===== src/rtl/rat_pc_stack_unit.sv =====
// rat_pc_stack_unit: RAT MCU program counter with a hardware return stack for CALL/RET and INT/RETI.
// Stack entries are {C, Z, addr}; RETI hands the saved flags back for one cycle.
module rat_pc_stack_unit #(
    parameter int AW = 10,
    parameter int DEPTH = 16,
    parameter logic [AW-1:0] INT_VEC = 'h3FF,
    parameter logic [AW-1:0] RESET_VEC = '0,
    localparam int CW = $clog2(DEPTH + 1),
    localparam int IW = $clog2(DEPTH)
) (
    input  logic          CLK,
    input  logic          RST,
    input  logic [2:0]    PC_OP,
    input  logic [AW-1:0] BR_ADDR,
    input  logic          C_IN,
    input  logic          Z_IN,
    input  logic          OVF_CLR,
    output logic [AW-1:0] PC_COUNT,
    output logic [CW-1:0] STK_CNT,
    output logic          STK_FULL,
    output logic          STK_EMPTY,
    output logic          STK_OVF,
    output logic          STK_UNF,
    output logic          FLG_RESTORE,
    output logic          SHAD_C,
    output logic          SHAD_Z
);
    logic [AW-1:0] pc_q, pc_d, pc_inc;
    logic [CW-1:0] cnt_q, cnt_d;
    logic          ovf_q, ovf_d, unf_q, unf_d, flg_q, flg_d;
    logic          shad_c_q, shad_c_d, shad_z_q, shad_z_d;
    logic [AW+1:0] stk_q [DEPTH];
    logic [AW+1:0] top, push_data;
    logic [IW-1:0] rd_idx, wr_idx;
    logic          full, empty, push;

    assign full   = cnt_q == CW'(DEPTH);
    assign empty  = cnt_q == '0;
    assign pc_inc = pc_q + AW'(1);
    assign rd_idx = IW'(cnt_q - CW'(1));
    assign wr_idx = IW'(cnt_q);
    assign top    = stk_q[rd_idx];

    always_comb begin
        pc_d      = pc_q;
        cnt_d     = cnt_q;
        ovf_d     = ovf_q & ~OVF_CLR;
        unf_d     = unf_q & ~OVF_CLR;
        flg_d     = 1'b0;
        shad_c_d  = shad_c_q;
        shad_z_d  = shad_z_q;
        push      = 1'b0;
        push_data = (PC_OP == 3'd5) ? {C_IN, Z_IN, pc_q} : {2'b00, pc_inc};
        case (PC_OP)
            3'd1: pc_d = pc_inc;
            3'd2: pc_d = BR_ADDR;
            3'd3, 3'd5: begin
                pc_d  = (PC_OP == 3'd5) ? INT_VEC : BR_ADDR;
                push  = ~full;
                cnt_d = full ? cnt_q : cnt_q + CW'(1);
                ovf_d = ovf_d | full;
            end
            3'd4, 3'd6: begin
                // Popping an empty stack degrades to INC so execution keeps moving.
                pc_d  = empty ? pc_inc : top[AW-1:0];
                cnt_d = empty ? cnt_q : cnt_q - CW'(1);
                unf_d = unf_d | empty;
                if (PC_OP == 3'd6 && !empty) begin
                    flg_d    = 1'b1;
                    shad_c_d = top[AW+1];
                    shad_z_d = top[AW];
                end
            end
            default: ;
        endcase
    end

    always_ff @(posedge CLK) begin
        if (RST) begin
            pc_q     <= RESET_VEC;
            cnt_q    <= '0;
            ovf_q    <= 1'b0;
            unf_q    <= 1'b0;
            flg_q    <= 1'b0;
            shad_c_q <= 1'b0;
            shad_z_q <= 1'b0;
        end else begin
            pc_q     <= pc_d;
            cnt_q    <= cnt_d;
            ovf_q    <= ovf_d;
            unf_q    <= unf_d;
            flg_q    <= flg_d;
            shad_c_q <= shad_c_d;
            shad_z_q <= shad_z_d;
        end
    end

    always_ff @(posedge CLK) begin
        if (push) stk_q[wr_idx] <= push_data;
    end

    assign PC_COUNT    = pc_q;
    assign STK_CNT     = cnt_q;
    assign STK_FULL    = full;
    assign STK_EMPTY   = empty;
    assign STK_OVF     = ovf_q;
    assign STK_UNF     = unf_q;
    assign FLG_RESTORE = flg_q;
    assign SHAD_C      = shad_c_q;
    assign SHAD_Z      = shad_z_q;
endmodule


===== config.mk =====
export PLATFORM = sky130hd
export DESIGN_NAME = rat_pc_stack_unit
export DESIGN_NICKNAME = d
export VERILOG_FILES = /design/src/rtl/rat_pc_stack_unit.sv
export SDC_FILE = /design/constraint.sdc
export NUM_CORES = 1
export LEC_CHECK = 0
export ABC_AREA = 1
export CORE_UTILIZATION = 57
export CTS_BUF_LIST = sky130_fd_sc_hd__clkbuf_8 sky130_fd_sc_hd__clkbuf_16
export CTS_CLUSTER_SIZE = 25
export DETAILED_ROUTE_END_ITERATION = 8
export DONT_BUFFER_PORTS = 1
export PLACE_DENSITY = 0.83
export REMOVE_ABC_BUFFERS = 1
export SLEW_MARGIN = 20
export SYNTH_ARGS = -nofsm -noshare
export SYNTH_HDL_FRONTEND = slang
export SYNTH_SLANG_ARGS = --single-unit

===== constraint.sdc =====
create_clock -name CLK -period 2.8 [get_ports CLK]
set_input_delay 0.42 -clock CLK [delete_from_list [all_inputs] [get_ports CLK]]
set_output_delay 0.42 -clock CLK [all_outputs]
set_load 0.02 [all_outputs]

Word level (Yosys, flattened, before mapping). Memory sizes are Yosys's and may differ from the RTL's. Cells that the tools add are included.

$add $sub $neg: 3. Eq/ne operators: 9. Mux-type cells: 13. Bitwise logic cells: 7. Reductions and logical operators: 10.

Operators by type and width (count): case mux 10 bit (4 select lines) (1); two-way mux 10 bit (2); two-way mux 12 bit (1); adder 10 x 1 -> 10 bit (second input constant) (1); two-way mux 5 bit (2); case mux 5 bit (2 select lines) (1); equality test 3 bit (second input constant) (3); equality test 3 x 2 -> 1 bit (second input constant) (2); two-way mux 1 bit (6); OR reduction 2 bit (3); adder 5 x 1 -> 5 bit (second input constant) (1); equality test 5 bit (second input constant) (1); logical NOT 5 bit (1); subtractor 5 x 1 -> 5 bit (second input constant) (1); != test 2 bit (second input constant) (2); nonzero test 4 bit (1); equality test 3 x 1 -> 1 bit (second input constant) (1); NOT 1 bit (3); AND reduction 3 bit (1); AND 1 bit (2); bitwise OR 1 bit (2); AND reduction 2 bit (1); nonzero test 2 bit (1); logical AND 1 bit (1); logical NOT 1 bit (1).

Flip-flop bits (word level): 20. Bits in writable memories: 192. Input port bits: 18. Output and inout port bits: 22. Memories kept: 1.

Memory list: stk_q (depth 16, width 12, read ports 1, clocked after memory_dff 0, wr ports 1, line 32) `logic [AW+1:0] stk_q [DEPTH];`.

Longest topological paths before layout. Gate-level depths: netlist of run 1.

Word-level depth: 5. Mapped depth: 16.

Worst setup path after synthesis of run 1. OpenSTA, ideal clock, no wires.

Path type: reg-to-reg. From: reg cnt_q[0] (netlist: STK_CNT[0]). To: mem stk_q[12][0] in the netlist's numbering (enable). Library setup time: 0.396 ns. Data arrival time: 2.525 ns. Required time: 2.404 ns. Setup slack: -0.121 ns. Cell stages (with the launch flop): 11. Path buffers: 3. Period minus slack after synthesis: 2.921 ns. Cell sequence: dfxtp_1 > buf_4 > inv_4 > buf_4 > buf_2 > ha_1 > nand2_1 > nor2_1 > inv_1 > nand2_1 > nor3_1.

Longest elaborated chain between the ends: 5.

Ends and longest elaborated chain: start: declaration (line 29) `logic [CW-1:0] cnt_q, cnt_d;`; start signal: assignment (line 89) `cnt_q <= cnt_d;`; equality test 5 bit (line 37) `assign full = cnt_q == CW'(DEPTH);`; named net STK_FULL (line 20) `output logic STK_FULL,`; NOT 1 bit (line 59) `push = ~full;`; two-way mux 1 bit (line 54) `case (PC_OP)`; two-way mux 1 bit (line 99) `if (push) stk_q[wr_idx] <= push_data;`; two-way mux 1 bit (implied by the code) (line 99); end: declaration (line 32).

The timed path passes the listed nets, and every way through them passes these cells.

Worst setup path after layout of run 1.
From: reg cnt_q[0] (netlist: STK_CNT[0]). To: reg pc_q[7] (netlist: PC_COUNT[7]).

Longest elaborated chain between the ends: 4. Elaborated cells between the ends (all ways): 5. Those cells by class: 1 x add/sub; 2 x mux; 1 x reduce/logical; 1 x memory.

Ends and longest elaborated chain: subtractor 5 x 1 -> 5 bit; memory (16 x 12 bit); two-way mux 10 bit * (line 65) `pc_d = empty ? pc_inc : top[AW-1:0];`; case mux 10 bit (4 select lines) * (line 54); end signal: assignment (line 88) `pc_q <= pc_d;`; end: declaration (line 28) `logic [AW-1:0] pc_q, pc_d, pc_inc;`.

Every way passes the cells marked *; elsewhere a longest branch is shown, timed or not. A chain may end at the register's enable or synchronous reset.

==> results.toml, run 1 <==
[die]
die_w_um = 131
die_h_um = 131
io_pins = 40
dieArea_um2 = 17300
rows = 46
coreArea_um2 = 16100
initial_core_util_pct = 59.2

[pwr]
vdd_drop_max_mv = 0.718
pwr-share-clk_pct = 34.1
power_density_nw_per_um2 = 758
leakage_nw = 4.30
combPwrFrac_pct = 19.8
total_power_mw = 8.06
swShare_pct = 29.4
p_switching_mw = 2.37
pwr-share-seq_pct = 46.1
p_int_mw = 5.69

[synthesis]
synth_top_cell_by_area = "edfxtp_1"
yosys_warnings = 0
syn_inst = 951
synthFlopType = "edfxtp_1"
async_reset_ff_share_pct = 0
synth.distinct_cells = 32
synth_top_area_share_pct = 60.4
synth_edf_count = 192
ys_seq_elements = 212
synth_area_per_cell_um2 = 10.0
synth.cell_area_um2 = 9540
seq_area_frac_synth_pct = 64.6
synth_area_leaders = "edfxtp_1 60%, nand2_1 9.6%, nand3_1 8.6%"

[clock_tree]
htreeDepth = 1
clock-sinks = 212
root_buffer = "clkbuf_16"
path_clk_slew_ns = 0.07
ctsResizeCount = 0
clockBufferDepth = 3
cts_tree = "yes"
insertion_delay_ns = 0.49
numCtsBuffers = 21

[placed_design]
dpl-instance-area_um2 = 9930
port_buffers = 0
hpwlAfterDp_um = 13500
gp_congestion = 0.844

[sta]
skew_ns = 0.0100
holdWs_ns = 0.0822
hold_violations = 0
finalMaxSlewViolations = 0
worst_pin_slew_ns = 0.744
max_slew_margin_pct = 50.2
rsz0062_at_grt = "false"
max_freq_mhz = 419
setup_viol = 0
period_share_pct = 85.3
finalCriticalPeriod_ns = 2.39

[setup_path]
cp_max_fo = 65
reg2reg_depth = 12
critPathCaptureType = "flip-flop"
timing.rr.end = "PC_COUNT[7]"
path_class = "reg -> reg"
reg2reg_slack_ns = 0.41
r2r-start = "STK_CNT[0]"
crit_arrival_ns = 2.82
crit_path_start_kind = "flip-flop"
critPathRequiredTime_ns = 3.23

[final_layout]
multi_input_area_um2 = 2760
finalNetCount = 996
diodes = 0
fill_cells = 1155
final_area_um2 = 10600
drive_gt1_share_pct = 10.2
fin_util_pct = 66.0
synthToLayoutAreaGrowth_pct = 11.5
regArea_um2 = 6170

[detailed_routing]
vias_per_cell = 5.82
vias = 6991
drtPass1Iterations = 5
routed_wl_um = 22600
drtAntennaViolNets = 0
drt-initial-drc-count = 995
drc = 0
wl_per_cell_um = 18.8

[global_route]
grt_pass1_vias = 6675
track_usage_pct = 26.3
antenna_found_initial = 0
grt.overflow.total = 0
grt_pass1_wl_um = 35400
grt_max_degree = 101

[outcome]
outcome = "finished, final reports clean"

[worst_hold_path]
min-delay-start = "RST"
whs_path_depth = 3
whs_endpoint = "SHAD_C"
min_path_type = "in -> reg"

[job]
cap_violations = 0
-- cells in the mapped netlist, types with 2 or more instances --
cell	number
a21oi_1	18
buf_2	18
buf_4	7
buf_6	4
clkbuf_1	14
dfxtp_1	20
edfxtp_1	192
ha_1	6
inv_1	100
inv_2	4
nand2_1	244
nand2_2	3
nand3_1	163
nand3_2	2
nand4_1	4
nor2_1	74
nor2_4	2
nor3_1	8
o211ai_1	8
o21ai_0	31
o21ai_1	8
or2_2	5
xor2_1	7
-- layout by cell type, fill, tap and decap left out, types with 2 or more instances in the layout --
| cell | n |
|---|---|
| nand3_1 | 163 |
| clkbuf_16 | 24 |
| buf_4 | 38 |
| nor3_2 | 8 |
| inv_2 | 4 |
| nand4_1 | 4 |
| xor2_1 | 7 |
| nand2_1 | 244 |
| dfxtp_1 | 19 |
| o211ai_1 | 8 |
| ha_1 | 5 |
| clkinv_2 | 3 |
| clkbuf_8 | 3 |
| dlygate4sd3_1 | 2 |
| a21oi_1 | 18 |
| o21ai_1 | 8 |
| or2_2 | 5 |
| nand2_2 | 3 |
| nor2_1 | 74 |
| nand3_2 | 2 |
| edfxtp_1 | 192 |
| nor2_4 | 2 |
| o21ai_0 | 31 |
| inv_1 | 107 |
| buf_12 | 2 |
-- layout make-up --
type / count / area share, %
clock inverters: 10 / 0.388
well taps: 216 / 2.54
multi-input cells: 589 / 26.0
clock buffers: 27 / 6.04
repair buffers: 42 / 3.25
flip-flops and latches: 212 / 58.0
inverters: 106 / 3.77
-- registers in the layout, summed over array words and instances, names as in the netlist --
signal       count
STK_CNT          5
stk_q          192
PC_COUNT        10
SHAD_C           1
SHAD_Z           1
STK_UNF          1
STK_OVF          1
FLG_RESTORE      1
-- how the worst max path moves through the flow --
stage               slack [ns]  startpoint     endpoint
floorplan                -2.59  STK_CNT[0]  PC_COUNT[6]
global placement          0.53  STK_CNT[0]  PC_COUNT[2]
detailed placement        0.44  STK_CNT[0]  PC_COUNT[7]
CTS                       0.43  STK_CNT[0]  PC_COUNT[7]
global route              0.14  STK_CNT[0]  PC_COUNT[6]
finish                    0.41  STK_CNT[0]  PC_COUNT[7]
-- what timing repair did --
item / 4_1_cts / 5_1_grt
endpoints found under the hold margin: 9 / 0
buffers inserted: 0 / 0
hold buffers: 2 / 0
-- metal layers --
layer / GRT usage [%] / up-vias / wire length, um
li1: - / 3223 / -
met4: 9.24 / 0 / 697
met5: 0 / - / 0
met3: 3.82 / 58 / 1850
met1: 35.1 / 3331 / 8870
met2: 44.3 / 379 / 11200
-- power groups by stage --
stage               Clock [mW]  Sequential, mW  Combinational [mW]
floorplan                    0            3.82               0.957
global placement             0            3.78                1.51
detailed placement           0            3.78                1.56
CTS                       2.76            3.72                1.57
global route              2.88            3.72                1.75
finish                    2.75            3.72                1.60
-- logic make-up (layout without fill, tap and decap cells) --
logic type | count (synthesis) | count (layout) | share of synthesized area [%]
adder cells (fa/ha/maj) | 6 | 6 | 0.787
AO/OA/AOI/OAI | 66 | 66 | 3.69
XOR/XNOR | 9 | 9 | 0.984
buffers and inverters | 150 | 185 | 6.77
AND/OR/NAND/NOR | 508 | 508 | 23.1
flip-flops | 212 | 212 | 64.6
-- worst max-delay path, cell delays in order, from the launching register on --
cell and delay (ns):
dfxtp_4 0.36, buf_4 0.36, buf_4 0.66, nand2_1 0.14, nand3_1 0.12, nand2_1 0.06
nand2_1 0.05, nand3_1 0.17, nand2_1 0.13, nand2_1 0.06, nand2_1 0.06, nor2_1 0.04
nor2_1 0.07
-- through the flow --
stage | cells | setup slack [ns] | TNS, ns
after floorplan | 907 | -2.59 | -417.40
after global placement | 1163 | 0.527 | 0
after detailed placement | 1163 | 0.437 | 0
after CTS | 1202 | 0.429 | 0
after global routing | 1202 | 0.142 | 0
final | 1202 | 0.412 | 0
No activity file was read; power rests on OpenSTA's default activity.
==> run 2: changes to the inputs <==
- CELL_PAD_IN_SITES_DETAIL_PLACEMENT: default -> 0
- CELL_PAD_IN_SITES_GLOBAL_PLACEMENT: default -> 1
- CORE_UTILIZATION: 57 -> 45
==> results.toml, run 2 (synthesis gave the netlist of run 1 again) <==
[outcome]
outcome = "finished, final reports clean"

[die]
rows = 52
die_w_um = 148
coreArea_um2 = 20500
initial_core_util_pct = 46.5
io_pins = 40
die_h_um = 148
dieArea_um2 = 21800

[placed_design]
hpwlAfterDp_um = 15000
dpl-instance-area_um2 = 10100
gp_congestion = 0.855
port_buffers = 0
dpl.cell_count = 1231

[setup_path]
cp_max_fo = 75
cp_slowest_cell = "buf_4"
cp-startpoint = "STK_CNT[0]"
path_cells = "buf_4, buf_4, nand2_1, nand3_1, nand3_1, nand3_1, nand2_1, nand2_1, nand2_1, nor2_1, nor2_1"
crit_path_frequent_cell = "nand2_1"
r2r-start = "STK_CNT[0]"
max_stage_delay_ns = 0.74
critPathCaptureType = "flip-flop"
critPathRequiredTime_ns = 3.16
crit_path_start_kind = "flip-flop"
path_buf_inv = 2
path_class = "reg -> reg"
cp_top_family = "buffers and inverters"
crit_arrival_ns = 2.74

[sta]
setup_viol = 0
worst_pin_slew_ns = 0.873
holdWs_ns = 0.0668
period_share_pct = 84.8
hold_violations = 0
rsz0062_at_grt = "false"
max_freq_mhz = 421
tns_ns = 0
finalMaxSlewViolations = 0
finalCriticalPeriod_ns = 2.37
skew_ns = 0.0193
max_slew_margin_pct = 41.8

[final_layout]
largest_reg_flops = 192
final_cell_mix = "244 x nand2_1, 192 x edfxtp_1, 163 x nand3_1, 105 x inv_1, 74 x nor2_1"
finalNetCount = 1011
synthToLayoutAreaGrowth_pct = 13.6
diodes = 0
fin_util_pct = 52.9
final_common_cell = "nand2_1"
final_area_um2 = 10800
fill_cells = 1841
drive_gt1_share_pct = 11.8
top_register = "stk_q"
layout.cells.non_filler = 1274

[detailed_routing]
drtPass1Iterations = 6
vias = 6694
vias_per_cell = 5.25
drc = 0
drtAntennaViolNets = 0
routed_wl_um = 23600
wl_per_cell_um = 18.5
drt-initial-drc-count = 746

[clock_tree]
root_buffer = "clkbuf_16"
postCtsSetupBuffers = 0
clockBufferDepth = 3
path_clk_slew_ns = 0.06
ctsResizeCount = 0
cts_tree = "yes"
htreeDepth = 1
insertion_delay_ns = 0.51
numCtsBuffers = 23
ctsHoldBuffers = 1
clock-sinks = 212

[global_route]
grt.overflow.total = 0
track_usage_pct = 22.4
grt_pass1_wl_um = 36600
grt_max_degree = 76
grt_pass1_vias = 6485
antenna_found_initial = 0

[pwr]
leakage_nw = 4.38
power_density_nw_per_um2 = 756
vdd_drop_max_mv = 0.539

[job]
cap_violations = 0

[worst_hold_path]
min_path_type = "in -> reg"
min-delay-start = "RST"
-- run 2: layer usage --
layer  vias up  part of all wire, %  wire, um  global-route usage [%]
met1      3164                   43     10100                    31.1
li1       3267                    -         -                       -
met5         -                    0         0                       0
met4         0                  2.4       556                    5.82
met3        35                  7.5      1770                    3.21
met2       228                   48     11200                    37.0
-- run 2: area by class of cell --
| class | instances | area, um2 | share of cell area [%] |
|---|---|---|---|
| clock buffers | 23 | 576 | 5.31 |
| clock inverters | 19 | 144 | 1.33 |
| inverters | 106 | 400 | 3.70 |
| multi-input cells | 589 | 2760 | 25.5 |
| flip-flops and latches | 212 | 6170 | 57.0 |
| well taps | 270 | 338 | 3.12 |
| repair buffers | 55 | 440 | 4.07 |
-- run 2: path summary, 6_finish.rpt --
path                 endpoint  slack [ns]  cells after the start
hold / removal         SHAD_C        0.07                      3
hold reg to reg       STK_UNF        0.58                      2
setup reg to reg  PC_COUNT[9]        0.43                     11
setup / recovery  PC_COUNT[9]        0.43                     11
-- run 2: metrics by stage --
stage	setup slack (ns)	power (mW)
finish	0.426	8.19
global route	0.188	8.53
CTS	0.422	8.24
detailed placement	0.461	5.39
global placement	0.494	5.38
floorplan	-2.59	4.77
-- run 2: power by group --
| group | internal [mW] | total, mW | switching (mW) |
|---|---|---|---|
| logic | 0.496 | 1.62 | 1.12 |
| registers | 3.62 | 3.72 | 0.0987 |
| clock network | 1.68 | 2.86 | 1.18 |
| total | 5.80 | 8.19 | 2.40 |
-- run 2: tightest hold or removal path, cell delays in order --
cell and delay, ns:
nor2_1 0.02, nand2_1 0.05, inv_1 0.03
